**config.mk**
```make
export PLATFORM = sky130hd
export DESIGN_NAME = if_id_buffer
export DESIGN_NICKNAME = d
export VERILOG_FILES = /design/src/rtl/if_id_buffer.sv
export SDC_FILE = /design/constraint.sdc
export NUM_CORES = 1
export LEC_CHECK = 0
export CELL_PAD_IN_SITES_DETAIL_PLACEMENT = 1
export CELL_PAD_IN_SITES_GLOBAL_PLACEMENT = 2
export CORE_ASPECT_RATIO = 0.7
export CORE_UTILIZATION = 34
export CTS_CLUSTER_SIZE = 8
export DETAILED_ROUTE_END_ITERATION = 10
export GPL_ROUTABILITY_DRIVEN = 0
export HOLD_SLACK_MARGIN = 0.12
export PLACE_DENSITY_LB_ADDON = 0.1
export SYNTH_ARGS = -nofsm -noshare
export SYNTH_HDL_FRONTEND = slang
export SYNTH_SLANG_ARGS = --single-unit
```
**constraint.sdc**
```tcl
create_clock -name clk -period 4 [get_ports clk]
set_clock_uncertainty 0.05 [all_clocks]
set_input_delay 0.8 -clock clk [delete_from_list [all_inputs] [get_ports clk]]
set_output_delay 0.8 -clock clk [all_outputs]
set_load 0.005 [all_outputs]
```
**src/rtl/if_id_buffer.sv**
```systemverilog
// if_id_buffer
// Decoupling FIFO between instruction fetch and decode.
// Fetch pushes {pc, inst} beats over a valid/ready handshake; decode pops
// the oldest beat over a second valid/ready handshake. Each entry carries
// predecode fields (opcode class, ebreak, illegal) computed at push time.
// A flush empties the FIFO and drops any beat offered in the same cycle.
//
// Ports:
//   clk, rst              clock, synchronous active-low reset
//   in_valid/in_ready     fetch handshake; in_pc, in_inst beat payload
//   flush                 redirect, discards buffered and incoming beats
//   out_valid/out_ready   decode handshake; out_pc, out_inst head payload
//   out_class             predecoded opcode class of head (0 = unknown)
//   out_ebreak            head instruction is EBREAK
//   out_illegal           head opcode class is 0
//   count                 occupied entries
//   fetched               running count of accepted beats (wraps)
module if_id_buffer #(
  parameter int DEPTH = 2,
  parameter int XLEN  = 32
) (
  input  logic                       clk,
  input  logic                       rst,
  input  logic                       in_valid,
  output logic                       in_ready,
  input  logic [XLEN-1:0]            in_pc,
  input  logic [XLEN-1:0]            in_inst,
  input  logic                       flush,
  output logic                       out_valid,
  input  logic                       out_ready,
  output logic [XLEN-1:0]            out_pc,
  output logic [XLEN-1:0]            out_inst,
  output logic [3:0]                 out_class,
  output logic                       out_ebreak,
  output logic                       out_illegal,
  output logic [$clog2(DEPTH):0]     count,
  output logic [31:0]                fetched
);

  localparam int PW = $clog2(DEPTH);
  localparam int CW = PW + 1;
  localparam logic [CW-1:0] DEPTH_C = CW'(DEPTH);
  localparam logic [31:0] EBREAK_INST = 32'h00100073;

  logic [XLEN-1:0] pc_mem    [DEPTH];
  logic [XLEN-1:0] inst_mem  [DEPTH];
  logic [3:0]      class_mem [DEPTH];
  logic            eb_mem    [DEPTH];
  logic            ill_mem   [DEPTH];

  logic [PW-1:0] rd_ptr;
  logic [PW-1:0] wr_ptr;

  logic       push;
  logic       pop;
  logic [3:0] in_class;
  logic       in_ebreak;

  function automatic logic [3:0] opcode_class(input logic [6:0] opc);
    case (opc)
      7'b0110111: opcode_class = 4'd1;
      7'b0010111: opcode_class = 4'd2;
      7'b1101111: opcode_class = 4'd3;
      7'b1100111: opcode_class = 4'd4;
      7'b1100011: opcode_class = 4'd5;
      7'b0000011: opcode_class = 4'd6;
      7'b0100011: opcode_class = 4'd7;
      7'b0010011: opcode_class = 4'd8;
      7'b0110011: opcode_class = 4'd9;
      7'b1110011: opcode_class = 4'd10;
      default:    opcode_class = 4'd0;
    endcase
  endfunction

  assign in_ready  = (count < DEPTH_C);
  assign out_valid = (count != '0);
  assign push      = in_valid & in_ready & ~flush;
  assign pop       = out_valid & out_ready & ~flush;

  assign in_class  = opcode_class(in_inst[6:0]);
  assign in_ebreak = (in_inst == XLEN'(EBREAK_INST));

  // Head fields come straight from entry storage; nothing is recomputed here.
  assign out_pc      = pc_mem[rd_ptr];
  assign out_inst    = inst_mem[rd_ptr];
  assign out_class   = class_mem[rd_ptr];
  assign out_ebreak  = eb_mem[rd_ptr];
  assign out_illegal = ill_mem[rd_ptr];

  always_ff @(posedge clk) begin
    if (!rst) begin
      rd_ptr  <= '0;
      wr_ptr  <= '0;
      count   <= '0;
      fetched <= '0;
      for (int i = 0; i < DEPTH; i++) begin
        pc_mem[i]    <= '0;
        inst_mem[i]  <= '0;
        class_mem[i] <= '0;
        eb_mem[i]    <= 1'b0;
        // Stored separately so a cleared entry does not read as illegal.
        ill_mem[i]   <= 1'b0;
      end
    end else begin
      if (push) begin
        pc_mem[wr_ptr]    <= in_pc;
        inst_mem[wr_ptr]  <= in_inst;
        class_mem[wr_ptr] <= in_class;
        eb_mem[wr_ptr]    <= in_ebreak;
        ill_mem[wr_ptr]   <= (in_class == 4'd0);
        fetched           <= fetched + 32'd1;
      end
      if (flush) begin
        rd_ptr <= '0;
        wr_ptr <= '0;
        count  <= '0;
      end else begin
        if (push) wr_ptr <= wr_ptr + 1'b1;
        if (pop)  rd_ptr <= rd_ptr + 1'b1;
        case ({push, pop})
          2'b10:   count <= count + 1'b1;
          2'b01:   count <= count - 1'b1;
          default: count <= count;
        endcase
      end
    end
  end

endmodule

```
==> run summary <==
The flow ran to the end, and the final reports show no timing, DRC or antenna violations. The height of the die is between 100 and 150 um. The cell row count came out at 46. The x dimension of the die came out at around 180 um. Entering global routing, the biggest net connects 65 pins. The tightest min-delay check is of the reg2reg type. For this run, the top clock speed supported by timing is ~0.3 GHz. 0 antenna diodes ended up in the layout. The number of gates resized after CTS came out at 0. The delay of the slowest cell on the worst path came out at approximately 0.9 ns. The instance area after placement is 10,020 um2. The number of warnings printed during yosys synthesis is 0. For this design the static power due to leakage is approximately 3.7 nW.

TritonCTS built the clock tree. The layout overhead on the synthesized area is 33.92%. The number of input and output port buffers inserted is about 170. The HPWL reported at the end of detailed placement came out at 13,460 um. The routed wire length per instance is 17.90 um. The share of final-layout standard cells stronger than drive strength 1 is 14.93%. The slowest stage of the critical path is the dfxtp_4 cell. The initial utilization of the core area, before any placement, comes to between 30% and 40%. The remaining global-route overflow came out at 0. The startpoint kind of the worst setup timing path is a flip-flop. The sequential fraction of the synthesis area came out at 62.03%.

The initial antenna violation count is 1. The number of nets produced by synthesis is between 600 and 700. The synthesized instance count came out at 623. The number of nets with antenna violations after detailed routing came out at 0. The number of hold buffers added after CTS was 0.

Data on the critical path is required at its endpoint by roughly 3.2 ns. The violation count after the first detailed-routing iteration came out at around 230. In this run the most critical hold path is launched from ill_mem[1]$_DFF_P_. Grouping stages by cell kind, the critical path spends the most delay in flip-flops.

The startpoint identified for the worst register-to-register timing path is count[1]$_SDFFE_PP0P_. The net count of the finished layout is ~860. Data arrives at the worst endpoint at 2.49 ns. Sorting the synthesized cells by area gives the leading types as edfxtp_1 52%, dfxtp_1 10%, and2_1 10%. Max-cap violations in this run came to 0. The number of setup buffers added after CTS came out at 0.

The clock net sink count came out at around 180. The clock slew seen by the registers of the worst setup and hold paths came out at roughly 0.08 ns. The most used flip-flop cell after synthesis is edfxtp_1. Leaving out fill and tap cells, the most frequent cell in the layout is clkdlybuf4s50_1. The worst-margin pin slew came out at around 0.83 ns. Summed over all failing endpoints, the final setup total negative slack is 0 ns. The worst path buffer plus inverter count came out at 2. The detailed-routing iteration count for the pre-antenna-repair pass is 4. Summed over all instances, the cell type with the most area after synthesis is edfxtp_1.

The total setup violations reported at the end of the flow is 0. The detail-routed via count per cell came out at 4.865. The cell area after synthesis came out at around 8000 um2.

The I/O pin total came out at roughly 180. In the synthesized netlist the async set-or-reset flop fraction comes to 0%. The cell count after placement came out at roughly 1.1k.

Setup repair after global routing left no endpoint under its margin. The maximum count of clock buffers along a single path came out at 2. The aggregate routed wire length came out at 19,980 um.

The post-route fraction of the period consumed by the critical path is a little over four fifths. Global routing consumed, over all layers together, about 17% of the routing resources. The final-layout fill cell count is roughly 2.4k.

Across the VDD grid, the largest voltage drop is 295.8 uV. The power per cell area is between 300 and 400 nW/um2. The peak fanout along the critical path is 56.

The number of max-slew violations in the final report came out at 0. Counting flops and latches in the post-synthesis netlist gives approximately 180. The signal on the critical path passes through buf_4 -> mux2_2 -> clkdlybuf4s50_1. The critical path class is reg2out.

The worst setup path is captured at an output port. In this run the clock root is driven by a clkbuf_16. The number of levels the H-tree was split into is 4.

The total number of vias came out at approximately 5.4k. Subtracting the final worst setup slack from the clock period gives 3.339 ns. The number of buffers created by CTS came out at 17.

The final cell count without fillers came out at 1,116. Averaged over all synthesized cells, the footprint is ~13 um2. The area share of the largest cell type after synthesis is between 50% and 60%.

The first-pass GRT wire length is roughly 31,000 um. The top cell types in the final layout, fill and taps aside, are 174 x clkdlybuf4s50_1, 136 x edfxtp_1, 126 x and2_1, 70 x mux2_2, 40 x dfxtp_1. The number of different library cells in the post-synthesis netlist is 44. The power after layout is approximately 4.1 mW.

The number of global-route vias before repair came out at around 5.6k. The count of endpoints failing hold in the final timing report is 0. The latest clock arrival within the worst-skew pair came out at between 0.4 and 0.5 ns. For this run, design rule violations remaining after detail routing come to 0.

The area enclosed by the die boundary is about 24,000 um2. In this run, synthesis inferred approximately 140 flip-flops with an integrated enable. The final cell area excluding filler cells came out at 10,590 um2.

On the final layout, the worst hold slack is 0.4159 ns. The core region is roughly 23,000 um2. The worst slew slack as a fraction of its limit came out at 44.53%.
stage by stage:
step           worst slack [ns]  utilization [%]
6_report                 0.6610            46.58
5_1_grt                  0.4875            46.58
4_1_cts                  0.6128            46.58
3_5_place_dp             0.5756            44.06
3_3_place_gp             0.6641            44.06
2_1_floorplan            0.6463                -
routing by layer:
metal,up-vias,global-route usage (%),part of all wire [%]
met5,-,0,0.060
met4,2,4.902,1.2
met3,19,5.424,5.6
met2,121,26.89,45
met1,2681,23.61,48
li1,2606,-,-
worst reg2reg max path: cells and delay by family, from the launching register on:
family,cells,cell delay [ns]
DFF,1,0.37
AOI/OAI and AO/OA,1,0.28
buffers and inverters,3,0.87
and+or+nand+nor,1,0.53
Yosys cell counts (all sizes together) (2+ instances only):
master	instances
o311ai	2
nand4	9
inv	11
or3	7
or4	15
o21bai	2
nor2	23
dfxtp	41
a22o	2
mux2	70
nor4	8
and2	127
nand2	26
or2	2
xnor2	4
nand3	11
clkbuf	29
xor2	8
mux2i	2
o21ai	11
edfxtp	136
o31ai	14
nand2b	5
ha	2
and4	5
and3	5
nor3	8
buf	4
a21oi	23
power breakdown:
group | internal, mW | total (mW) | leakage (nW) | switching (mW)
clock | 0.829 | 1.63 | 0.278 | 0.801
combinational | 0.209 | 0.362 | 1.69 | 0.153
sequential | 2.06 | 2.08 | 1.75 | 0.0241
total | 3.09 | 4.07 | 3.72 | 0.978
logic make-up after synthesis:
family,synth area share [%]
AO/OA/AOI/OAI,4.415
adder cells (fa/ha/maj),0.3164
AND/OR/NAND/NOR,19.51
buffers and inverters,2.183
XOR/XNOR,1.329
multiplexers,10.22
flip-flops,62.03
final cells by class:
cell class                 instances  area [um2]  share of cell area (%)
clock buffer                      17       425.4                   4.017
clock inverter                    15       147.6                   1.394
inverter                          11       41.29                  0.3899
multi-input combinational        402        2838                   26.80
sequential                       177        4908                   46.35
tap                              312       390.4                   3.686
timing repair buffer             182        1839                   17.37
state kept, by name (all words and copies together) (netlist names), named ones only:
name and count:
rd_ptr 1, count 2, eb_mem 2, ill_mem 2, class_mem 8, fetched 32
wr_ptr 1, pc_mem 64, inst_mem 64
final timing paths:
path,endpoint,slack [ns],depth (start not counted)
worst max register to register,pc_mem[0][26]$_SDFFCE_PN0P_,1.52,5
worst max-delay path,out_pc[23],0.66,3
worst min-delay path,ill_mem[1]$_DFF_P_,0.42,2
worst min register to register,ill_mem[1]$_DFF_P_,0.42,2
No activity file was read; power rests on OpenSTA's default activity.
